<file path="src/rtl/btn_conditioner.sv">
// Multi-channel push-button conditioner: synchronise, debounce, then emit press/release/long-press/repeat strobes.
// The release strobe port is named `rel` because `release` is a reserved word in SystemVerilog.

module btn_conditioner #(
  parameter int N_CH            = 5,
  parameter int SYNC_STAGES     = 2,
  parameter int DEBOUNCE_CYCLES = 1_000_000,
  parameter int HOLD_CYCLES     = 50_000_000,
  parameter int REPEAT_CYCLES   = 10_000_000,
  parameter int REPEAT_EN       = 1,
  parameter int ACTIVE_LOW      = 0
) (
  input  logic            clk,
  input  logic            rst,
  input  logic [N_CH-1:0] btn_in,
  output logic [N_CH-1:0] level,
  output logic [N_CH-1:0] press,
  output logic [N_CH-1:0] rel,
  output logic [N_CH-1:0] long_press,
  output logic [N_CH-1:0] rpt
);

  localparam int DW = $clog2(DEBOUNCE_CYCLES + 1);
  localparam int HW = $clog2(HOLD_CYCLES + 1);
  localparam int RW = $clog2(REPEAT_CYCLES + 1);

  localparam logic [DW-1:0] DEB_LAST  = DW'(DEBOUNCE_CYCLES - 1);
  localparam logic [HW-1:0] HOLD_LAST = HW'(HOLD_CYCLES - 1);
  localparam logic [HW-1:0] HOLD_MAX  = HW'(HOLD_CYCLES);
  localparam logic [RW-1:0] RPT_LAST  = RW'(REPEAT_CYCLES - 1);
  localparam logic          PIN_INV   = (ACTIVE_LOW != 0);
  localparam logic          REPEAT_ON = (REPEAT_EN != 0);

  typedef enum logic [1:0] {
    ST_RELEASED  = 2'd0,
    ST_HELD      = 2'd1,
    ST_REPEATING = 2'd2
  } state_t;

  genvar ch;
  for (ch = 0; ch < N_CH; ch++) begin : g_ch
    logic [SYNC_STAGES-1:0] sync_r;
    logic                   sync_s;
    logic [DW-1:0]          deb_cnt_r, deb_cnt_nxt_s;
    logic                   level_r, toggle_s;
    state_t                 state_r, state_nxt_s;
    logic [HW-1:0]          hold_cnt_r, hold_cnt_nxt_s;
    logic [RW-1:0]          rpt_cnt_r, rpt_cnt_nxt_s;
    logic                   press_r, press_nxt_s;
    logic                   rel_r, rel_nxt_s;
    logic                   long_r, long_nxt_s;
    logic                   rpt_r, rpt_nxt_s;

    // Synchroniser chain for the raw, optionally inverted pin
    always_ff @(posedge clk or posedge rst) begin
      if (rst) begin
        sync_r <= {SYNC_STAGES{1'b0}};
      end else begin
        sync_r <= {sync_r[SYNC_STAGES-2:0], btn_in[ch] ^ PIN_INV};
      end
    end

    assign sync_s = sync_r[SYNC_STAGES-1];

    // Stable-time counter; toggle_s marks the edge on which level flips
    always_comb begin
      deb_cnt_nxt_s = deb_cnt_r;
      toggle_s      = 1'b0;
      if (sync_s == level_r) begin
        deb_cnt_nxt_s = {DW{1'b0}};
      end else if (deb_cnt_r == DEB_LAST) begin
        toggle_s      = 1'b1;
        deb_cnt_nxt_s = {DW{1'b0}};
      end else begin
        deb_cnt_nxt_s = deb_cnt_r + DW'(1'b1);
      end
    end

    // Event FSM: strobes are decided from toggle_s so press/rel line up with the new level
    always_comb begin
      state_nxt_s    = state_r;
      hold_cnt_nxt_s = hold_cnt_r;
      rpt_cnt_nxt_s  = rpt_cnt_r;
      press_nxt_s    = 1'b0;
      rel_nxt_s      = 1'b0;
      long_nxt_s     = 1'b0;
      rpt_nxt_s      = 1'b0;
      case (state_r)
        ST_RELEASED: begin
          if (toggle_s && !level_r) begin
            state_nxt_s    = ST_HELD;
            press_nxt_s    = 1'b1;
            hold_cnt_nxt_s = {HW{1'b0}};
          end else begin
            state_nxt_s = ST_RELEASED;
          end
        end
        ST_HELD: begin
          if (toggle_s && level_r) begin
            state_nxt_s    = ST_RELEASED;
            rel_nxt_s      = 1'b1;
            hold_cnt_nxt_s = {HW{1'b0}};
          end else if (hold_cnt_r == HOLD_MAX) begin
            hold_cnt_nxt_s = HOLD_MAX;
          end else if (hold_cnt_r == HOLD_LAST) begin
            long_nxt_s     = 1'b1;
            hold_cnt_nxt_s = HOLD_MAX;
            if (REPEAT_ON) begin
              state_nxt_s   = ST_REPEATING;
              rpt_cnt_nxt_s = {RW{1'b0}};
            end else begin
              state_nxt_s = ST_HELD;
            end
          end else begin
            hold_cnt_nxt_s = hold_cnt_r + HW'(1'b1);
          end
        end
        ST_REPEATING: begin
          if (toggle_s && level_r) begin
            state_nxt_s   = ST_RELEASED;
            rel_nxt_s     = 1'b1;
            rpt_cnt_nxt_s = {RW{1'b0}};
          end else if (rpt_cnt_r == RPT_LAST) begin
            rpt_nxt_s     = 1'b1;
            rpt_cnt_nxt_s = {RW{1'b0}};
          end else begin
            rpt_cnt_nxt_s = rpt_cnt_r + RW'(1'b1);
          end
        end
        default: begin
          state_nxt_s    = ST_RELEASED;
          hold_cnt_nxt_s = {HW{1'b0}};
          rpt_cnt_nxt_s  = {RW{1'b0}};
        end
      endcase
    end

    // Channel state, counters and registered strobes
    always_ff @(posedge clk or posedge rst) begin
      if (rst) begin
        deb_cnt_r  <= {DW{1'b0}};
        level_r    <= 1'b0;
        state_r    <= ST_RELEASED;
        hold_cnt_r <= {HW{1'b0}};
        rpt_cnt_r  <= {RW{1'b0}};
        press_r    <= 1'b0;
        rel_r      <= 1'b0;
        long_r     <= 1'b0;
        rpt_r      <= 1'b0;
      end else begin
        deb_cnt_r  <= deb_cnt_nxt_s;
        level_r    <= level_r ^ toggle_s;
        state_r    <= state_nxt_s;
        hold_cnt_r <= hold_cnt_nxt_s;
        rpt_cnt_r  <= rpt_cnt_nxt_s;
        press_r    <= press_nxt_s;
        rel_r      <= rel_nxt_s;
        long_r     <= long_nxt_s;
        rpt_r      <= rpt_nxt_s;
      end
    end

    assign level[ch]      = level_r;
    assign press[ch]      = press_r;
    assign rel[ch]        = rel_r;
    assign long_press[ch] = long_r;
    assign rpt[ch]        = rpt_r;
  end

endmodule

</file>
<file path="config.mk">
export PLATFORM = sky130hd
export DESIGN_NAME = btn_conditioner
export DESIGN_NICKNAME = d
export VERILOG_FILES = /design/src/rtl/btn_conditioner.sv
export SDC_FILE = /design/constraint.sdc
export NUM_CORES = 1
export LEC_CHECK = 0
export ABC_AREA = 1
export CAP_MARGIN = 40
export CORE_MARGIN = 2
export CORE_UTILIZATION = 42
export DETAILED_ROUTE_END_ITERATION = 6
export GPL_TIMING_DRIVEN = 0
export PLACE_DENSITY = 0.68
export SETUP_SLACK_MARGIN = 0.5
export SLEW_MARGIN = 40
export SYNTH_ARGS = -nofsm -noshare
export SYNTH_HDL_FRONTEND = slang
export SYNTH_SLANG_ARGS = --single-unit
export TNS_END_PERCENT = 50
</file>
<file path="constraint.sdc">
create_clock -name clk -period 20.5 [get_ports clk]
set_clock_uncertainty 0.1 [all_clocks]
set_input_delay 4.1 -clock clk [delete_from_list [all_inputs] [get_ports clk]]
set_output_delay 4.1 -clock clk [all_outputs]
set_load 0.01 [all_outputs]
</file>
=== Yosys cells after proc, flatten, opt, wreduce, memory -nomap -nowiden ===
Index checks and enable logic that the tools add are counted.

* Add/subtract/negate cells: 15
* Equal/unequal tests: 70
* Muxes and demuxes: 160
* Bitwise operators: 15
* Reduce and logical (&&, ||, !) cells: 40

{| class="wikitable"
|+ Operators with widths
! operator !! number
|-
| $mux 24 || 25
|-
| $mux 26 || 20
|-
| $pmux 26 s3 || 5
|-
| $pmux 24 s3 || 5
|-
| $eq 26x26->1 const B || 10
|-
| $mux 20 || 10
|-
| $add 26x1->26 const B || 5
|-
| $add 24x1->24 const B || 5
|-
| $eq 24x24->1 const B || 5
|-
| $add 20x1->20 const B || 5
|-
| $eq 20x20->1 const B || 5
|-
| $mux 1 || 70
|-
| $ne 2x2->1 const B || 25
|-
| $mux 2 || 20
|-
| $ne 3x3->1 const B || 10
|-
| $pmux 2 s3 || 5
|-
| $reduce_and 4->1 || 5
|-
| $reduce_and 3->1 || 5
|-
| $eq 2x1->1 const B || 5
|-
| $eq 2x2->1 const B || 5
|-
| $logic_and 1x1->1 || 10
|-
| $logic_not 2->1 || 5
|-
| $not 1->1 || 10
|-
| $reduce_and 2->1 || 5
|-
| 4 further kinds || 20
|}

* Register bits: 395
* Output and inout bits: 25
* Logic and storage cells: 350

=== Longest topological paths before layout ===
* Word-level depth: 6
* Gate-level depth with buffers: 13

=== Least setup slack after synthesis ===
OpenSTA, ideal clock, no wires.

* Path kind: register to output
* Start point: reg (tool-made name)
* End point: out level[4]
* Data arrival time: 0.545 ns
* Path slack: 15.755 ns
* Cell stages (with the launch flop): 2
* Path through: dfrtp_1 -> buf_4

{| class="wikitable"
|+ RTL lines
! what !! line !! text
|-
| end, declared || 16 || <nowiki>output logic [N_CH-1:0] level,</nowiki>
|}

==> metrics <==
Distinct cells, synth 49; post-synthesis register bit count 395; crit share post-route 28.75%; Hold Path Depth 0; Post-Syn Area per Cell 6.902 µm²; die height 248.8 µm; delay-heaviest family, CP buffers and inverters; DR WL/cell 12.92 µm; fillcell total 5933; RR Startpoint g_ch[3].rpt_cnt_r[0]$_DFFE_PP0P_; Worst Reg2Reg Path Length in Cells 11; CTS clk-pin slew, worst paths 0.07 ns; max cap viols 0; Lkg Pwr 12.82 nW; Finished Layout Cells 4542; pre-CTS setup slack 14.49 ns; Setup WS post-layout 14.61 ns; clk sink count 395; hold path start g_ch[3].sync_r[0]$_DFF_PP0_; Reg area 0.009884 mm²; row count 89; WS Path Type reg2out; DRT Wirelength 58670 µm; Crit path largest cell delay 0.52 ns; FF-to-FF End g_ch[3].rpt_cnt_r[5]$_DFFE_PP0P_; cts bufs inserted 47; synthesized cell area 0.02516 mm²; number of global-route vias before repair 21751; setup TNS 0 ns; post-route ant nets 0; Critical Path Start Type flop; Area Overhead vs Synth 12.79%; Worst EP required 16.30 ns; worst vdd ir 55.05 µV; max-slew violation count 0; number of flops mapped to enable cells by yosys 0; R2R setup slack 18.22 ns; Die X 248.8 µm; Seq/Total Area, Yosys 39.28%; Fin. Hold Viols 0; DRT Pass-1 Iters 5; Main synth FF type dfrtp_1; critical-path maximum fanout 5; Initial Util 42.55%; H-tree levels 2; most frequent cells in the layout 1133 x nand2_1, 549 x nor2_1, 395 x dfrtp_1; Hold EP g_ch[3].sync_r[1]$_DFF_PP0_; CTS Buffer Depth 3; nets 3774; fin crit period 5.894 ns; Power Density 62.17 mW/mm²; Final GP Congestion 0.9201; Overflow after GRT 0; Area after DPL 0.02661 mm²; crit-path cells buf_4, clkdlybuf4s50_1; Synthesized Nets 3688; post-DR vias/cell 5.003; Yosys warnings 0; commonest non-fill, non-tap cell in the layout nand2_1; die area 0.06189 mm²; all-layer global routing usage 19.13%; routed vias 22722; layout cells sized above 1 6.766%; TritonCTS clock tree built; share of async-settable or async-resettable flops after synthesis 100.0%; core outline area 0.05913 mm²; Hold Buf Count CTS 0; clock latency on the worst-skew pair 0.58 ns; ANT cells 0; Mapped Cells 3646; drt drc 0; Arrival @ worst endpoint 1.69 ns; measured slew at the worst slew-check pin 0.7008 ns; initial antenna violation count 0; largest net degree at the start of global routing 77; Worst slew margin 53.11%; Crit-path slowest cell clkdlybuf4s50_1; DP Wirelength 42760 µm; Crit. End Element output pin; CTS resizes 0; unrepaired setup endpoints after global routing no; Top Ports 32; Post-CTS Setup Inserts 0; finished layout cell area 0.02838 mm²; port bufs 31; first-pass GRT wire length 102800 µm; Worst Hold Class reg2reg; status complete, no violations; area of the multi-input gates 0.01321 mm²; Clock Root Buffer clkbuf_16; post-layout power 1.765 mW; DRT iter0 DRCs 1557; fmax 169.7 MHz; Critical path buffers and inverters 2; setup violators final 0; Cells after DPL 4456
==> flip-flops by register name (all words and copies together), names as in the netlist, 10 cells and up, named ones only <==
name / count
g_ch.deb_cnt_r: 100
g_ch.hold_cnt_r: 130
g_ch.rpt_cnt_r: 120
g_ch.state_r: 10
g_ch.sync_r: 10
==> cell type report <==
class	instances	area share, %
Inverter	396	5.264
Timing Repair Buffer	37	1.675
Sequential cell	395	34.83
Clock buffer	62	4.774
Tap cell	773	3.408
Multi-Input combinational cell	2763	46.55
Buffer	92	2.050
Clock inverter	24	1.455
==> per-layer routing <==
metal | vias up | share of wire [%] | global-route usage [%]
met2 | 336 | 45 | 31.24
met1 | 10481 | 50 | 26.84
met3 | 75 | 3.6 | 2.790
met5 | - | 0 | 0
li1 | 11830 | - | -
met4 | 0 | 1.7 | 4.364
==> Yosys cell counts, types with 17 or more instances <==
cell      count  area share (%)
buf_4        36             1.1
nand3_1     309             6.1
xor2_1      118             4.1
nor2_2       18            0.45
o21ai_0      95             1.9
nand2_1    1133              17
dfrtp_1     395              39
a21oi_1      34            0.68
nor2_1      549             8.2
inv_1       376             5.6
nand4_1     151             3.8
xnor2_1      47             1.6
clkbuf_1     19            0.28
nor3b_1      18            0.54
inv_2        17            0.25
o21ai_1      37            0.74
buf_2        27            0.54
nor3_1      106             2.1
ha_1         35             1.7
==> where the power goes <==
group / internal [mW] / total, mW / switching (mW) / leakage (nW)
clock network: 0.603 / 0.949 / 0.346 / 0.859
logic: 0.00755 / 0.0303 / 0.0227 / 6.48
registers: 0.783 / 0.785 / 0.00231 / 5.49
==> worst reg2reg max path, cell delays in order (launching register included) <==
cell and delay, ns:
dfrtp_1 0.42, ha_1 0.28, nand2_1 0.10, nor2_1 0.05, nand2_1 0.13, inv_1 0.12
nand3_1 0.13, nor2_1 0.07, nor2_2 0.33, buf_2 0.29, nand4_1 0.12, nand2_1 0.08
==> kinds of logic after synthesis <==
logic type               after synthesis  synth area share [%]
adder cells (fa/ha/maj)               35                 1.740
AO/OA/AOI/OAI                        203                 4.485
AND/OR/NAND/NOR                     2360                 40.53
buffers and inverters                488                 8.219
XOR/XNOR                             165                 5.743
flip-flops                           395                 39.28
==> per-stage QoR <==
step	hold slack (ns)	util [%]
floorplan	0.2312	-
global placement	0.2363	44.72
detailed placement	0.2347	45.01
CTS	0.2494	48.00
global route	0.2601	48.00
finish	0.2484	48.00
==> worst max path at each step <==
stage                     depth (start not counted)  slack (ns)  start                           endpoint
after floorplan                                   1        5.32    rst         asynchronous set/reset pin
after global placement                            2        0.11    rst  g_ch[0].rpt_cnt_r[15]$_DFFE_PP0P_
after detailed placement                          5       14.49    rst     g_ch[0].deb_cnt_r[5]$_DFF_PP0_
after CTS                                         2       14.56   flop                           level[4]
after global routing                              2       14.52   flop                           level[4]
final                                             2       14.61   flop                           level[3]
(Power assumes the default switching activity.)
